$ cat src/rtl/regfile_check_unit_pkg.sv
// Shared types, constants and helpers for the register-file self-check unit.
package regfile_check_unit_pkg;

    typedef enum logic [1:0] {
        ST_IDLE = 2'd0,
        ST_RUN  = 2'd1,
        ST_SCAN = 2'd2,
        ST_DONE = 2'd3
    } state_t;

    localparam int unsigned DEF_NUM_REGS    = 32'd32;
    localparam int unsigned DEF_DATA_WIDTH  = 32'd32;
    localparam int unsigned DEF_CYCLE_LIMIT = 32'd50;
    localparam int unsigned DEF_CNT_WIDTH   = 32'd16;
    localparam int unsigned DEF_ERR_WIDTH   = 32'd8;
    localparam int unsigned DEF_SKIP_R0     = 32'd1;

    // Smallest w with 2**w >= value; used for register index widths.
    function automatic int unsigned clog2(input int unsigned value);
        int unsigned w;
        w = 32'd0;
        for (int unsigned i = 32'd0; i < 32'd31; i++) begin
            if ((32'd1 << i) < value) begin
                w = i + 32'd1;
            end else begin
                w = w;
            end
        end
        return w;
    endfunction

endpackage

$ cat src/rtl/regfile_check_unit_sat_counter.sv
// Up-counter with synchronous clear that sticks at all-ones instead of wrapping.
module regfile_check_unit_sat_counter #(
    parameter int unsigned WIDTH = 32'd8
) (
    input  logic             clock,
    input  logic             reset,
    input  logic             clear,
    input  logic             enable,
    output logic [WIDTH-1:0] count
);

    logic [WIDTH-1:0] count_r;

    // Count register: clear has priority, increment stops at the maximum.
    always_ff @(posedge clock or negedge reset) begin
        if (!reset) begin
            count_r <= '0;
        end else if (clear) begin
            count_r <= '0;
        end else if (enable && (count_r != '1)) begin
            count_r <= count_r + WIDTH'(1);
        end else begin
            count_r <= count_r;
        end
    end

    assign count = count_r;

endmodule

$ cat src/rtl/regfile_check_unit.sv
// Runs the processor for a set number of unheld cycles, then walks the register
// file comparing each entry with an expected table, reporting errors on pins.
module regfile_check_unit
    import regfile_check_unit_pkg::*;
#(
    parameter int unsigned NUM_REGS    = DEF_NUM_REGS,
    parameter int unsigned DATA_WIDTH  = DEF_DATA_WIDTH,
    parameter int unsigned CYCLE_LIMIT = DEF_CYCLE_LIMIT,
    parameter int unsigned CNT_WIDTH   = DEF_CNT_WIDTH,
    parameter int unsigned ERR_WIDTH   = DEF_ERR_WIDTH,
    parameter int unsigned SKIP_R0     = DEF_SKIP_R0
) (
    input  logic                       clock,
    input  logic                       reset,
    input  logic                       start,
    input  logic                       hold,
    output logic [clog2(NUM_REGS)-1:0] rf_addr,
    input  logic [DATA_WIDTH-1:0]      rf_data,
    output logic [clog2(NUM_REGS)-1:0] exp_addr,
    input  logic [DATA_WIDTH-1:0]      exp_data,
    input  logic                       exp_check,
    output logic                       busy,
    output logic                       done,
    output logic                       pass,
    output logic [ERR_WIDTH-1:0]       err_count,
    output logic                       mismatch,
    output logic [clog2(NUM_REGS)-1:0] mismatch_reg,
    output logic                       first_err_valid,
    output logic [clog2(NUM_REGS)-1:0] first_err_reg,
    output logic [DATA_WIDTH-1:0]      first_err_exp,
    output logic [DATA_WIDTH-1:0]      first_err_got
);

    localparam int unsigned IDX_W = clog2(NUM_REGS);
    localparam logic [IDX_W-1:0] FIRST_IDX = (SKIP_R0 != 32'd0) ? IDX_W'(1) : IDX_W'(0);
    localparam logic [IDX_W-1:0] LAST_IDX  = IDX_W'(NUM_REGS - 32'd1);
    localparam logic [CNT_WIDTH-1:0] RUN_LAST = CNT_WIDTH'(CYCLE_LIMIT - 32'd1);

    if (CYCLE_LIMIT == 32'd0) begin : g_bad_cycle_limit
        $error("regfile_check_unit: CYCLE_LIMIT must be at least 1");
    end
    if (NUM_REGS < 32'd2) begin : g_bad_num_regs
        $error("regfile_check_unit: NUM_REGS must be at least 2");
    end

    state_t                 state_r;
    state_t                 state_nxt_s;
    logic [CNT_WIDTH-1:0]   run_cnt_r;
    logic [IDX_W-1:0]       idx_r;
    logic                   start_ok_s;
    logic                   run_end_s;
    logic                   scan_end_s;
    logic                   cmp_s;
    logic                   busy_r;
    logic                   done_r;
    logic                   mismatch_r;
    logic [IDX_W-1:0]       mismatch_reg_r;
    logic                   first_valid_r;
    logic [IDX_W-1:0]       first_reg_r;
    logic [DATA_WIDTH-1:0]  first_exp_r;
    logic [DATA_WIDTH-1:0]  first_got_r;
    logic [ERR_WIDTH-1:0]   err_cnt_s;

    // Next-state logic and the per-cycle compare strobe.
    always_comb begin
        state_nxt_s = state_r;
        start_ok_s  = 1'b0;
        run_end_s   = 1'b0;
        scan_end_s  = 1'b0;
        cmp_s       = 1'b0;
        case (state_r)
            ST_IDLE, ST_DONE: begin
                if (start) begin
                    state_nxt_s = ST_RUN;
                    start_ok_s  = 1'b1;
                end else begin
                    state_nxt_s = state_r;
                end
            end
            ST_RUN: begin
                // A held terminal count must not advance into the scan.
                if (!hold && (run_cnt_r == RUN_LAST)) begin
                    state_nxt_s = ST_SCAN;
                    run_end_s   = 1'b1;
                end else begin
                    state_nxt_s = ST_RUN;
                end
            end
            ST_SCAN: begin
                cmp_s = exp_check && (rf_data != exp_data);
                if (idx_r == LAST_IDX) begin
                    state_nxt_s = ST_DONE;
                    scan_end_s  = 1'b1;
                end else begin
                    state_nxt_s = ST_SCAN;
                end
            end
            default: begin
                state_nxt_s = ST_IDLE;
            end
        endcase
    end

    // State, run counter, scan index and the busy/done flags.
    always_ff @(posedge clock or negedge reset) begin
        if (!reset) begin
            state_r   <= ST_IDLE;
            run_cnt_r <= '0;
            idx_r     <= '0;
            busy_r    <= 1'b0;
            done_r    <= 1'b0;
        end else begin
            state_r <= state_nxt_s;
            busy_r  <= (state_nxt_s == ST_RUN) || (state_nxt_s == ST_SCAN);
            done_r  <= (state_nxt_s == ST_DONE);
            if (start_ok_s) begin
                run_cnt_r <= '0;
            end else if ((state_r == ST_RUN) && !hold) begin
                run_cnt_r <= run_cnt_r + CNT_WIDTH'(1);
            end else begin
                run_cnt_r <= run_cnt_r;
            end
            if (start_ok_s) begin
                idx_r <= '0;
            end else if (run_end_s) begin
                idx_r <= FIRST_IDX;
            end else if ((state_r == ST_SCAN) && !scan_end_s) begin
                idx_r <= idx_r + IDX_W'(1);
            end else begin
                idx_r <= idx_r;
            end
        end
    end

    // Mismatch pulse, last-mismatch index and first-failure capture.
    always_ff @(posedge clock or negedge reset) begin
        if (!reset) begin
            mismatch_r     <= 1'b0;
            mismatch_reg_r <= '0;
            first_valid_r  <= 1'b0;
            first_reg_r    <= '0;
            first_exp_r    <= '0;
            first_got_r    <= '0;
        end else begin
            mismatch_r <= cmp_s;
            if (start_ok_s) begin
                mismatch_reg_r <= '0;
                first_valid_r  <= 1'b0;
                first_reg_r    <= '0;
                first_exp_r    <= '0;
                first_got_r    <= '0;
            end else if (cmp_s) begin
                mismatch_reg_r <= idx_r;
                if (!first_valid_r) begin
                    first_valid_r <= 1'b1;
                    first_reg_r   <= idx_r;
                    first_exp_r   <= exp_data;
                    first_got_r   <= rf_data;
                end else begin
                    first_valid_r <= first_valid_r;
                end
            end else begin
                mismatch_reg_r <= mismatch_reg_r;
                first_valid_r  <= first_valid_r;
            end
        end
    end

    regfile_check_unit_sat_counter #(
        .WIDTH (ERR_WIDTH)
    ) u_err_cnt (
        .clock  (clock),
        .reset  (reset),
        .clear  (start_ok_s),
        .enable (cmp_s),
        .count  (err_cnt_s)
    );

    assign rf_addr         = idx_r;
    assign exp_addr        = idx_r;
    assign busy            = busy_r;
    assign done            = done_r;
    assign pass            = done_r && (err_cnt_s == '0);
    assign err_count       = err_cnt_s;
    assign mismatch        = mismatch_r;
    assign mismatch_reg    = mismatch_reg_r;
    assign first_err_valid = first_valid_r;
    assign first_err_reg   = first_reg_r;
    assign first_err_exp   = first_exp_r;
    assign first_err_got   = first_got_r;

endmodule

$ cat config.mk
export PLATFORM = sky130hd
export DESIGN_NAME = regfile_check_unit
export DESIGN_NICKNAME = d
export VERILOG_FILES = /design/src/rtl/regfile_check_unit_pkg.sv /design/src/rtl/regfile_check_unit_sat_counter.sv /design/src/rtl/regfile_check_unit.sv
export SDC_FILE = /design/constraint.sdc
export NUM_CORES = 1
export LEC_CHECK = 0
export BUFFER_PORTS_ARGS = -buffer_cell sky130_fd_sc_hd__buf_2
export CORE_UTILIZATION = 51
export DETAILED_ROUTE_END_ITERATION = 10
export GPL_TIMING_DRIVEN = 0
export PLACE_DENSITY_LB_ADDON = 0.3
export REMOVE_ABC_BUFFERS = 1
export SLEW_MARGIN = 20
export SYNTH_ARGS = -nofsm -noshare
export SYNTH_HDL_FRONTEND = slang
export SYNTH_SLANG_ARGS = --single-unit
$ cat constraint.sdc
create_clock -name clock -period 2.5 [get_ports clock]
set_input_delay 0.375 -clock clock [delete_from_list [all_inputs] [get_ports clock]]
set_output_delay 0.375 -clock clock [all_outputs]
set_load 0.02 [all_outputs]
After elaboration in Yosys (flattened, before gate mapping)
Index checks and enable logic that the tools add are counted.
- register bits after elaboration: 109
- input port bits: 69
- output and inout port bits: 97
- word-level logic and storage cells: 74
- $add $sub $neg: 3
- eq/ne operators: 11
- multiplexer cells: 31
- reduce and logical (&&, ||, !) cells: 17
- operators with widths (operator ; count):
    2-to-1 mux 32 bit ; 6
    2-to-1 mux 5 bit ; 8
    2-to-1 mux 16 bit ; 2
    inequality test 32 bit ; 1
    adder 16 x 1 -> 16 bit (second input constant) ; 1
    equality test 16 x 6 -> 1 bit (second input constant) ; 1
    2-to-1 mux 8 bit ; 2
    2-to-1 mux 1 bit ; 10
    adder 8 x 1 -> 8 bit (second input constant) ; 1
    equality test 2 bit (second input constant) ; 4
    zero test 8 bit ; 1
    inequality test 8 bit (second input constant) ; 1
    logical AND 1 bit ; 6
    case mux 2 bit (3 select lines) ; 1
    nonzero test 2 bit ; 3
    adder 5 x 1 -> 5 bit (second input constant) ; 1
    equality test 5 bit (second input constant) ; 1
    equality test 2 x 1 -> 1 bit (second input constant) ; 2
    2-to-1 mux 2 bit ; 2
    nonzero test 3 bit ; 1
    zero test 1 bit ; 2
    zero test 2 bit ; 1
    inequality test 2 bit (second input constant) ; 1
    AND reduction 2 bit ; 1
    2 further kinds ; 2

Depth between registers and ports, before layout
- word-level depth: 8
- gate-level depth with buffers: 9
- mapped depth without buffers: 8

By module
From an unflattened synthesis, not the netlist that was laid out.
- cells, all modules: 544
- area total of the unflattened synthesis: 5531.6 um^2
- modules (own cells, without submodules) (module ; times used ; cells an instance ; area each (um^2) ; seq. area each (um^2)):
    regfile_check_unit ; 1 ; 495 ; 5067.4 ; 2527.4
    regfile_check_unit_sat_counter ; 1 ; 49 ; 464.2 ; 200.2

Worst setup path after synthesis
No wires, ideal clock.
- path kind: register to register
- start: reg idx_r[0], in the netlist exp_addr[0]
- end: reg idx_r[3], in the netlist exp_addr[3]
- setup time: 0.072 ns
- data arrival time: 1.783 ns
- required time: 2.428 ns
- setup slack: 0.645 ns
- stages on the path, launching flop included: 8
- buffers on the path: 0
- period minus slack after synthesis: 1.855 ns
- path through: dfrtp_1 ha_1 and3_1 ha_1 nor2_1 nand4_1 xor2_1 nor2_1
- word-level cells in the longest chain between the ends: 6
- elaborated cells on any way between the ends: 10
- classes of those cells: add/sub (1); eq/ne (1); mux (5); reduce/logical (3)
- ends and longest elaborated chain (what ; RTL line ; RTL):
    start, declared ; regfile_check_unit.sv:49 ; logic [IDX_W-1:0] idx_r;
    start signal, assigned ; regfile_check_unit.sv:128 ; idx_r <= idx_r + IDX_W'(1);
    start signal, assigned ; regfile_check_unit.sv:130 ; idx_r <= idx_r;
    parallel branches: the longest is 6 deep, another holds adder 5 x 1 -> 5 bit ; - ;
Several ways; the timed one is not identified. The select of a mux whose other input is x is not followed.
A chain may end at the register's enable or synchronous reset.

Final worst setup path
- start: reg state_r[0]
- end: reg first_exp_r[9], in the netlist first_err_exp[9]
- word-level cells in the longest chain between the ends: 5
- elaborated cells on any way between the ends: 10
- classes of those cells: eq/ne (3); mux (3); reduce/logical (4)
- ends and longest elaborated chain (what ; RTL line ; RTL):
    start, declared ; regfile_check_unit.sv:46 ; state_t state_r;
    start signal, assigned ; regfile_check_unit.sv:113 ; state_r <= state_nxt_s;
    equality test 2 bit / zero test 2 bit (equally long branches) ; regfile_check_unit.sv:71 ; case (state_r)
    OR reduction 2 bit ; regfile_check_unit.sv:71 ;
    2-to-1 mux 1 bit ; regfile_check_unit.sv:71 ;
    inequality test 2 bit (no source line) / nonzero test 2 bit (equally long branches) ; - ;
    AND reduction 2 bit (no source line) ; - ;
    end signal, assigned ; regfile_check_unit.sv:157 ; first_exp_r <= exp_data;
    end, declared ; regfile_check_unit.sv:60 ; logic [DATA_WIDTH-1:0] first_exp_r;
Parallel ways exist; a longest one is shown, timed or not.

==> summary.txt <==
Clocking
  – Clk_lat worst skew: about 0.36 ns
  – Hold_buf cts: 1
  – Root Driver: clkbuf_8
  – Reg clk slew, reported paths: about 0.10 ns
  – TritonCTS Buffers: 9
  – Total clock sinks: between 100 and 150
  – Postcts setup bufs: 0
  – Longest Clk Path Bufs: 2
  – CTS tree: yes
  – Cts repair resizes: 0
  – CTS H-tree lvls: 3

Critical path
  – CP Launch Type: flip-flop
  – Kind of end point of the critical path: flip-flop
  – Critical path required time: approximately 2.8 ns
  – Setup CP Type: flip-flop to flip-flop
  – CP startpoint: state_r[0]
  – Worst Path Arrival: between 2 and 2.5 ns
  – Worst r2r src: state_r[0]
  – Critical path peak fanout: 23

Global route
  – Vias in the first global route: roughly 4k
  – First-pass GRT wire length: 18710 um
  – Largest net degree at the start of global routing: 86
  – Total congestion overflow: 0
  – Total Routing Usage GR: 0.2290
  – Initial antenna violation count: 0

Power and ir drop
  – Power Density: about 660 nW/um^2
  – Sw frac: 0.3382
  – Sequential power share: 0.502
  – Cell-internal power: ~2.8 mW
  – Pleak: 3.153 nW
  – Clock power frac: 0.256
  – Combinational power share: 0.242
  – Switching power: about 1.4 mW
  – Design Power: between 4 and 5 mW
  – Worst ir drop on vdd: between 0.0003 and 0.0004 V

Synth
  – Async SR Flop Fraction: 1.000
  – #FFs+latches synth: roughly 110
  – EDFF count, synth: 0
  – Ys flop type: dfrtp_1
  – Yosys cell types: 40
  – Post-synthesis sequential area ratio: 0.5227
  – Post-Syn Instances: between 500 and 600
  – Post-Syn Area per Cell: between 9 and 10 um^2
  – Area of the mapped netlist: 5219 um^2
  – Syn. warnings: 0

Floorplanning
  – Die Y: slightly above 100 um
  – Core area: between 9000 and 10000 um^2
  – Die span in x: 103.2 um
  – Rows: 36
  – DIE AREA: roughly 11000 um^2
  – Initial Util: 0.5290
  – IO Pins: roughly 170

Finish
  – Antenna diodes: 0
  – Area Overhead vs Synth: 21.77%
  – Commonest non-fill, non-tap cells in the layout: buf_2 (164), dfrtp_1 (109), nand2_1 (90)
  – Fin nets: around 780
  – Most common cell after layout, fill and taps aside: buf_2
  – Proportion of layout cells with a drive suffix above 1: 0.2764

Timing
  – Fmax: ~460 MHz
  – Max-slew violations: 0
  – Clock Skews: about 0.011 ns
  – Crit share post-route: 0.8735
  – Final setup vio count: 0
  – RSZ-0062 raised after global routing: no
  – Relative slew slack: 0.4597
  – Worst-Margin Slew: ~0.81 ns
  – Min Tclk post-route: 2.184 ns
  – Final Hold Vio Count: 0
  – Setup TNS: 0 ns

Detailed routing
  – Drt wl/cell: 14.48 um
  – Vias per cell: around 5.3
  – Detail Route Antenna Nets: 0
  – Routed wire length: between 10000 and 15000 um
  – Vias post-DR: about 4.5k
  – DRT Pass-1 Iters: 5
  – Drt drc: 0
  – Initial drt markers: 179

Status
  – Outcome: completed

Min path
  – Min-delay src: rf_data[25]
  – Worst min path class: input port to flip-flop

Place
  – DPL Wire Length: about 8800 um
  – RD Place Congestion: 0.8022
  – Port Buffer Count: ~170

Run
  – Max-cap violations: 0
## worst max-delay path: stages, from the launching register on
cell,delay [ns]
dfrtp_1,0.39
inv_1,0.08
ha_1,0.19
nand2_1,0.12
a211oi_4,0.50
buf_8,0.23
buf_6,0.20
buf_8,0.18
nand3_1,0.09
o21ai_0,0.11
## power groups by stage
stage          Combinational (mW)  Sequential, mW  Clock [mW]
6_report                     1.02            2.12        1.08
5_1_grt                      1.13            2.15        1.18
4_1_cts                      1.03            2.12        1.11
3_5_place_dp                 1.02            2.15           0
3_3_place_gp                0.968            2.14           0
2_1_floorplan               0.418            2.31           0
## synthesized netlist by cell type, types with 2 or more instances
cell type	count	area share
o21ai_0	47	0.045
ha_1	9	0.022
nor4_1	3	0.0036
buf_4	6	0.0086
xor2_1	13	0.022
nand4_1	14	0.017
clkbuf_1	17	0.012
nor4_2	2	0.0048
buf_6	5	0.011
nand3_1	85	0.082
dfrtp_1	109	0.52
inv_1	9	0.0065
mux2i_1	4	0.0077
nor4b_1	3	0.0050
nor2_1	27	0.019
nand2_1	91	0.065
buf_2	5	0.0048
o21ai_1	31	0.030
a21oi_1	8	0.0077
xnor2_1	36	0.060
and2b_1	2	0.0029
and3_1	2	0.0024
nand2b_1	3	0.0036
and4b_1	2	0.0038
buf_1	7	0.0050
nor3_1	6	0.0058
## layer usage
metal  part of all wire  up-vias  GRT usage
li1                   -     2188          -
met1               0.44     2145     0.2956
met2               0.50      132     0.3872
met3              0.060        9    0.04407
met4             0.0075        0    0.07909
met5                  0        -          0
## kinds of logic (layout without fill, tap and decap cells)
group | count (synthesis) | count (layout) | share of synthesized area
AND/OR/NAND/NOR | 244 | 244 | 0.2206
flip-flops | 109 | 109 | 0.5227
AO/OA/AOI/OAI | 94 | 94 | 0.09566
buffers and inverters | 51 | 200 | 0.04962
XOR/XNOR | 49 | 49 | 0.08223
adder cells (fa/ha/maj) | 9 | 9 | 0.02158
multiplexers | 4 | 4 | 0.007672
## stage by stage
step           setup WS (ns)    util  area [um^2]  instances  hold slack [ns]
2_1_floorplan         -2.586       -         4997        519          0.07941
3_3_place_gp          -4.366  0.6072         5989        817           0.4998
3_5_place_dp        -0.09499  0.6229         6145        825           0.3870
4_1_cts               0.3230  0.6442         6355        842           0.2406
5_1_grt               0.1476  0.6442         6355        842           0.2494
6_report              0.3163  0.6442         6355        842           0.2605
## path summary, 6_finish.rpt
check                                     to  slack, ns  cells past startpoint
setup reg to reg            first_err_exp[9]       0.32                      9
setup / recovery            first_err_exp[9]       0.32                      9
hold / removal             first_err_got[25]       0.26                      3
min in group asynchronous  first_err_got[30]       0.54                      2
hold reg to reg            first_err_got[29]       0.51                      2
max in group asynchronous   first_err_exp[7]       1.31                      3
## final cells by class
type | count | area (um^2)
Clock buffer | 11 | 141.4
Clock inverter | 5 | 58.81
Fill cell | 808 | 3510
Inverter | 10 | 37.54
Multi-Input combinational cell | 400 | 2247
Sequential cell | 109 | 2728
Tap cell | 133 | 166.4
Timing Repair Buffer | 174 | 975.9
(Power assumes the default switching activity.)
